[src/rtl/uart_pkg.sv]
// Shared UART definitions: default data width, queue count width helper and head-register states.
package uart_pkg;

    localparam int DATA_W_DEFAULT = 8;

    typedef enum logic {
        HOLD_EMPTY = 1'b0,
        HOLD_VALID = 1'b1
    } headState_t;

    // Occupancy needs one extra bit so that a completely full queue (DEPTH) is representable.
    function automatic int countWidth(input int depth);
        return $clog2(depth) + 1;
    endfunction

endpackage

[src/rtl/uart_fifo_mem.sv]
// DEPTH x DATA_W storage: synchronous write port, combinational read port, no reset.
module uart_fifo_mem #(
    parameter int DEPTH  = 8,
    parameter int DATA_W = 8
) (
    input  logic                     clk,
    input  logic                     wrEn,
    input  logic [$clog2(DEPTH)-1:0] wrAddr,
    input  logic [DATA_W-1:0]        wrData,
    input  logic [$clog2(DEPTH)-1:0] rdAddr,
    output logic [DATA_W-1:0]        rdData
);

    logic [DATA_W-1:0] mem [DEPTH];

    always_ff @(posedge clk) begin
        if (wrEn) begin
            mem[wrAddr] <= wrData;
        end
    end

    assign rdData = mem[rdAddr];

endmodule

[src/rtl/uart_tx_queue.sv]
// Byte queue feeding uart_trans: show-ahead head register, advanced by the transmitter's load pulse.
// Handshake: a word leaves the queue in any cycle where tx_load && tx_valid; tx_load with tx_valid low only flags underrun.
module uart_tx_queue
    import uart_pkg::*;
#(
    parameter int DEPTH  = 8,
    parameter int DATA_W = DATA_W_DEFAULT
) (
    input  logic                         clk,
    input  logic                         rst,
    input  logic                         wr_en,
    input  logic [DATA_W-1:0]            wr_data,
    output logic                         full,
    output logic                         empty,
    output logic [countWidth(DEPTH)-1:0] count,
    output logic [DATA_W-1:0]            tx_data,
    output logic                         tx_valid,
    input  logic                         tx_load,
    output logic                         overflow,
    output logic                         underrun,
    input  logic                         err_clr,
    output headState_t                   headState
);

    localparam int PTR_W = $clog2(DEPTH);
    localparam int CNT_W = countWidth(DEPTH);

    logic [PTR_W-1:0]  wrPtr;
    logic [PTR_W-1:0]  rdPtr;
    logic [PTR_W-1:0]  nextRdPtr;
    logic [DATA_W-1:0] nextHead;
    logic [CNT_W-1:0]  countNext;
    logic              pop;
    logic              accepted;

    assign pop       = tx_load && tx_valid;
    assign accepted  = wr_en && (!full || pop);
    assign full      = (count == CNT_W'(DEPTH));
    assign empty     = (count == '0);
    assign nextRdPtr = rdPtr + PTR_W'(1);

    always_comb begin
        countNext = count;
        case ({accepted, pop})
            2'b10:   countNext = count + CNT_W'(1);
            2'b01:   countNext = count - CNT_W'(1);
            default: countNext = count;
        endcase
    end

    // The memory holds every queued word including the head; its read port looks one slot
    // past the head so the successor is ready the moment the head is popped.
    uart_fifo_mem #(
        .DEPTH (DEPTH),
        .DATA_W(DATA_W)
    ) u_mem (
        .clk   (clk),
        .wrEn  (accepted),
        .wrAddr(wrPtr),
        .wrData(wr_data),
        .rdAddr(nextRdPtr),
        .rdData(nextHead)
    );

    always_ff @(posedge clk or posedge rst) begin
        if (rst) begin
            wrPtr <= '0;
            rdPtr <= '0;
            count <= '0;
        end else begin
            if (accepted) begin
                wrPtr <= wrPtr + PTR_W'(1);
            end
            if (pop) begin
                rdPtr <= nextRdPtr;
            end
            count <= countNext;
        end
    end

    always_ff @(posedge clk or posedge rst) begin
        if (rst) begin
            headState <= HOLD_EMPTY;
            tx_valid  <= 1'b0;
            tx_data   <= '0;
        end else begin
            case (headState)
                HOLD_EMPTY: begin
                    if (accepted) begin
                        headState <= HOLD_VALID;
                        tx_valid  <= 1'b1;
                        tx_data   <= wr_data;
                    end
                end
                HOLD_VALID: begin
                    if (pop) begin
                        if (count > CNT_W'(1)) begin
                            tx_data <= nextHead;
                        end else if (accepted) begin
                            // Last word leaves while a new one arrives: hand it straight to the head.
                            tx_data <= wr_data;
                        end else begin
                            headState <= HOLD_EMPTY;
                            tx_valid  <= 1'b0;
                        end
                    end
                end
                default: begin
                    headState <= HOLD_EMPTY;
                    tx_valid  <= 1'b0;
                end
            endcase
        end
    end

    // A clear and a fresh error in the same cycle leave the flag set.
    always_ff @(posedge clk or posedge rst) begin
        if (rst) begin
            overflow <= 1'b0;
            underrun <= 1'b0;
        end else begin
            if (err_clr) begin
                overflow <= 1'b0;
                underrun <= 1'b0;
            end
            if (wr_en && full && !pop) begin
                overflow <= 1'b1;
            end
            if (tx_load && !tx_valid) begin
                underrun <= 1'b1;
            end
        end
    end

endmodule

[config.mk]
export PLATFORM = sky130hd
export DESIGN_NAME = uart_tx_queue
export DESIGN_NICKNAME = d
export VERILOG_FILES = /design/src/rtl/uart_pkg.sv /design/src/rtl/uart_fifo_mem.sv /design/src/rtl/uart_tx_queue.sv
export SDC_FILE = /design/constraint.sdc
export NUM_CORES = 1
export LEC_CHECK = 0
export ABC_AREA = 1
export BUFFER_PORTS_ARGS = -buffer_cell sky130_fd_sc_hd__buf_2
export CORE_ASPECT_RATIO = 1.4
export CORE_MARGIN = 3
export CORE_UTILIZATION = 50
export DETAILED_ROUTE_END_ITERATION = 7
export HOLD_SLACK_MARGIN = 0.05
export PLACE_DENSITY_LB_ADDON = 0.08
export SYNTH_ARGS = -nofsm -noshare
export SYNTH_HDL_FRONTEND = slang
export SYNTH_SLANG_ARGS = --single-unit
[constraint.sdc]
create_clock -name clk -period 3.1 [get_ports clk]
set_input_delay 0.93 -clock clk [delete_from_list [all_inputs] [get_ports clk]]
set_output_delay 0.93 -clock clk [all_outputs]
set_load 0.02 [all_outputs]
# ---- After elaboration in Yosys (flattened, before gate mapping)
# Memories as Yosys holds them, arrays and structs flattened.
# Index checks and enable logic that the tools add are counted.
dict set report totals {
  ff_bits 22
  ramBits 64
  in_bits 13
  out_inout_bits 18
  wordCells 54
  n_memories 1
}
# memory words width read_ports rd_clocked_by_memory_dff write_ports line_no
set memory_table {}
lappend memory_table {u_mem.mem 8 8 1 0 1 uart_fifo_mem.sv:14} ;# logic [DATA_W-1:0] mem [DEPTH];
dict set report op_classes {
  addsub 4
  order_cmp 1
  n_eq_ne 7
  mux 18
  n_bitwise 1
  reduce_logical 14
}
# cell n
set op_table {}
lappend op_table {{2-to-1 mux 8 bit} 3}
lappend op_table {{case mux 8 bit (2 select lines)} 1}
lappend op_table {{2-to-1 mux 1 bit} 11}
lappend op_table {{case mux 4 bit (2 select lines)} 1}
lappend op_table {{adder 3 x 1 -> 3 bit (second input constant)} 2}
lappend op_table {{inequality test 2 bit (second input constant)} 3}
lappend op_table {{nonzero test 2 bit} 3}
lappend op_table {{logical AND 1 bit} 5}
lappend op_table {{adder 4 x 1 -> 4 bit (second input constant)} 1}
lappend op_table {{equality test 4 bit (second input constant)} 1}
lappend op_table {{greater-than comparator 4 x 1 -> 1 bit (second input constant)} 1}
lappend op_table {{logical NOT 4 bit} 1}
lappend op_table {{case mux 1 bit (2 select lines)} 2}
lappend op_table {{AND reduction 4 bit} 1}
lappend op_table {{subtractor 4 x 1 -> 4 bit (second input constant)} 1}
lappend op_table {{logical NOT 1 bit} 3}
lappend op_table {{equality test 2 x 1 -> 1 bit (second input constant)} 1}
lappend op_table {{equality test 2 bit (second input constant)} 1}
lappend op_table {{inequality test 2 x 1 -> 1 bit (second input constant)} 1}
lappend op_table {{logical OR 1 bit} 1}
lappend op_table {{inverter 1 bit} 1}

# ---- Longest topological paths before layout
dict set report depth {
  depth_word 8
  depth_mapped 13
  mapped_depth_nobuf 12
}

# ---- Modules after synthesis
# A second synthesis with hierarchy kept.
dict set report unflattened {
  hier_cells 459
  hier_area_um2 4227.8
}
# mod instances cells_per_inst area_per_inst_um2
set modules_own_cells {}
lappend modules_own_cells {uart_fifo_mem 1 295 2890.3}
lappend modules_own_cells {uart_tx_queue 1 164 1337.5}

# ---- Worst setup path before layout
# Ideal clock, no wire load.
dict set report synth_timing {
  kind {input -> register}
  startpoint {input tx_load}
  endpoint {memory u_mem.mem[4][0] (enable)}
  t_arrival_ns 1.837
  required_time_ns 2.730
  path_slack_ns 0.893
  cell_stages 5
  cell_sequence {nand2_4 nand2_4 nand2_4 or2_1 nor2_1}
}
dict set report synth_between {
  elab_chain_cells 5
}
# item line_no
set synth_lines {}
lappend synth_lines {{from (decl)} uart_tx_queue.sv:18} ;# input logic tx_load,
lappend synth_lines {{logical AND 1 bit} uart_tx_queue.sv:36} ;# assign pop = tx_load && tx_valid;
lappend synth_lines {{logical OR 1 bit} uart_tx_queue.sv:37} ;# assign accepted = wr_en && (!full || pop);
lappend synth_lines {{logical AND 1 bit} uart_tx_queue.sv:37}
lappend synth_lines {{2-to-1 mux 1 bit} uart_fifo_mem.sv:17} ;# if (wrEn) begin
lappend synth_lines {{2-to-1 mux 1 bit (not written as such)} uart_fifo_mem.sv:18} ;# mem[wrAddr] <= wrData;
lappend synth_lines {{to (decl)} uart_fifo_mem.sv:14}
# Every way passes these cells.

# ---- Worst setup path in the final report
dict set report layout_timing {
  startpoint {register count[0]}
  endpoint {output full}
}
dict set report layout_between {
  elab_chain_cells 1
}
# item line_no
set layout_lines {}
lappend layout_lines {{from (decl)} uart_tx_queue.sv:15} ;# output logic [countWidth(DEPTH)-1:0] count,
lappend layout_lines {{from (signal assigned)} uart_tx_queue.sv:77} ;# count <= countNext;
lappend layout_lines {{equality test 4 bit} uart_tx_queue.sv:38} ;# assign full = (count == CNT_W'(DEPTH));
lappend layout_lines {{to (decl)} uart_tx_queue.sv:13} ;# output logic full,
# Every way passes these cells.

==> flow_summary.json <==
{
  "critPathKind": "flop to output port",
  "skew_ns": 0.008314,
  "min_to": "rdPtr[1]",
  "drive_above_1_share_pct": 17.27,
  "die_x_um": 79.61,
  "finalHoldViolations": 0,
  "die_h_um": 109.0,
  "finalMaxSlewViolations": 0,
  "p_sw_share_pct": 30.40,
  "layout_commonest_cell": "nand2_1",
  "reg2regPathDepth": 8,
  "yosysWarnings": 0,
  "first_global_vias": 2469,
  "outcome": "complete, no violations",
  "p_leak_nw": 1.743,
  "cts_hold_buf": 0,
  "routedWlPerCell_um": 17.12,
  "whs_path_depth": 2,
  "finish.instance_area_um2": 4210,
  "fin_setup_tns_ns": 0,
  "cp_data_arrival_time_ns": 1.54,
  "pin_count": 31,
  "rsz0062_at_grt": "no",
  "root_buffer": "clkbuf_8",
  "cts_resized": 0,
  "cp-startpoint": "count[0]",
  "cts_tree": "done",
  "hp-start": "rdPtr[1]",
  "critPathMaxFanout": 5,
  "grt_antenna_before_repair": 0,
  "htree_levels": 3,
  "initialDrtViolationCount": 280,
  "coreArea_um2": 7162,
  "portBuffers": 30,
  "r2r-end": "u_mem.mem[0][6]",
  "synthDominantCellAreaShare_pct": 50.68,
  "pwr-share-seq_pct": 52.2,
  "dpl.hpwl_um": 5788,
  "area_growth_pct": 11.02,
  "synthesis.area_um2": 3792,
  "yosysUniqueCellTypes": 24,
  "required_ns": 2.17,
  "slew_headroom_pct": 43.09,
  "yosysSeqAreaShare_pct": 65.19,
  "synthCells": 349,
  "pre_cts_slack_ns": 0.4675,
  "fmax_mhz": 405.4,
  "ys_seq_elements": 86,
  "drt-total-wl_um": 8268,
  "synth_top_area_cell": "edfxtp_1",
  "clk_path_buf_depth": 2,
  "dieArea_um2": 8681,
  "nFillCells": 605,
  "power_frac_clock_pct": 25.9,
  "synth.area.top_cells": "edfxtp_1 51%, dfrtp_1 15%, nand3_1 11%, nand2_1 9.8%, ha_1 2.0%",
  "cts_made_buffers": 9,
  "start_util_pct": 52.95,
  "clk-insertion-delay-late_ns": 0.35,
  "p_int_mw": 2.018,
  "cap_violations": 0,
  "hold_class": "flop to flop",
  "setup_viol": 0,
  "fin_crit_sh_pct": 79.56,
  "period_minus_slack_ns": 2.466,
  "critPathCaptureType": "output port",
  "cts_setup_buffers": 0,
  "post-route-util_pct": 58.79,
  "vias": 2567,
  "clkSinkCount": 86,
  "ir_worst_vdd_uv": 528.2,
  "powerDensity_nw_per_um2": 688.6,
  "regToRegSetupSlack_ns": 0.70,
  "layout_common_cells": "99 x nand2_1, 81 x nand3_1, 64 x edfxtp_1, 30 x buf_2, 22 x dfrtp_1",
  "gr-total-overflow": 0,
  "r2r_start": "count[0]",
  "tightest_slew_ns": 0.8527,
  "clk_pin_slew_ns": 0.08,
  "grtUsageTotal_pct": 21.08,
  "start_kind": "flop",
  "drt_pass1_iterations": 5,
  "grt_max_degree": 34,
  "p_sw_mw": 0.8812,
  "synth_nets": 368,
  "drt-vias-per-instance": 5.315,
  "fin_ws_ns": 0.6336,
  "postSynthAreaPerCell_um2": 10.87,
  "layout.nets": 402,
  "ant_nets": 0,
  "place.gp.congestion": 0.8194,
  "rows": 36,
  "comb_power_share_pct": 21.9,
  "grt_pass1_wl_um": 13090,
  "placed_cell_area_um2": 4019,
  "drcViolationCount": 0,
  "diodes": 0
}
-- critical path, cell delays in order (launching register included) --
cell and delay [ns]:
dfrtp_1 0.45, inv_1 0.12, ha_1 0.20, nand2_2 0.08, nor2_4 0.14, buf_2 0.19
-- synth_stat cells --
cell and number:
buf_12 1, o21ai_4 1, xnor2_2 1, or2_4 1
nand2_4 3, xnor2_1 2, buf_4 2, nand3_1 81
nor2_1 11, o21ai_0 8, ha_1 6, or2_1 1
dfrtp_1 22, xor2_1 4, o22ai_1 1, edfxtp_1 64
inv_1 16, nand3_2 1, nand2_1 99, buf_2 9
a21oi_1 2, nor2_4 2, nand2_2 9, inv_2 2
-- routing by layer --
layer	vias up	GRT usage (%)	routed length, µm
met2	91	33.75	4054
li1	1256	-	-
met5	-	0	0
met3	20	5.455	484
met1	1200	26.49	3444
met4	0	10.44	284
-- stage by stage --
step,hold WS (ns),power (mW),cells
6_report,0.5122,2.899,483
5_1_grt,0.5460,3.070,483
4_1_cts,0.5190,2.922,483
3_5_place_dp,0.4982,2.175,467
3_3_place_gp,0.4869,2.164,467
2_1_floorplan,0.4570,1.983,349
-- flip-flops by register name, summed over array words and instances, names as in the netlist --
| name | cells |
|---|---|
| wrPtr | 3 |
| tx_valid | 1 |
| u_mem.mem | 64 |
| count | 4 |
| overflow | 1 |
| tx_data | 8 |
| headState | 1 |
| rdPtr | 3 |
| underrun | 1 |
-- how the worst max path moves through the flow --
stage / slack (ns) / end / cells past startpoint
2_1_floorplan: 0.89 / u_mem.mem[4][0] / 5
3_3_place_gp: 0.53 / u_mem.mem[0][5] / 6
3_5_place_dp: 0.47 / u_mem.mem[0][5] / 6
4_1_cts: 0.60 / full / 5
5_1_grt: 0.53 / full / 5
6_report: 0.63 / full / 5
-- cell families after synthesis --
kind of cell,Yosys count,share of synthesized area (%)
buf+inv,30,3.893
fa+ha+maj,6,1.979
xor+xnor,7,1.815
simple gates,208,25.21
flops,86,65.19
compound gates,12,1.914
-- power groups by stage --
stage | logic, mW | registers [mW] | clock network [mW]
floorplan | 0.428 | 1.56 | 0
global placement | 0.630 | 1.53 | 0
detailed placement | 0.637 | 1.54 | 0
CTS | 0.639 | 1.51 | 0.769
global route | 0.710 | 1.53 | 0.828
finish | 0.636 | 1.51 | 0.750
-- layout make-up --
class	instances	area [µm²]	share of cell area (%)
multi-input cells	233	1172	27.85
inverters	18	67.56	1.605
repair buffers	35	187.7	4.458
well taps	95	118.9	2.823
flip-flops and latches	86	2472	58.72
clock buffers	16	191.4	4.547
No activity file was read; power rests on OpenSTA's default activity.
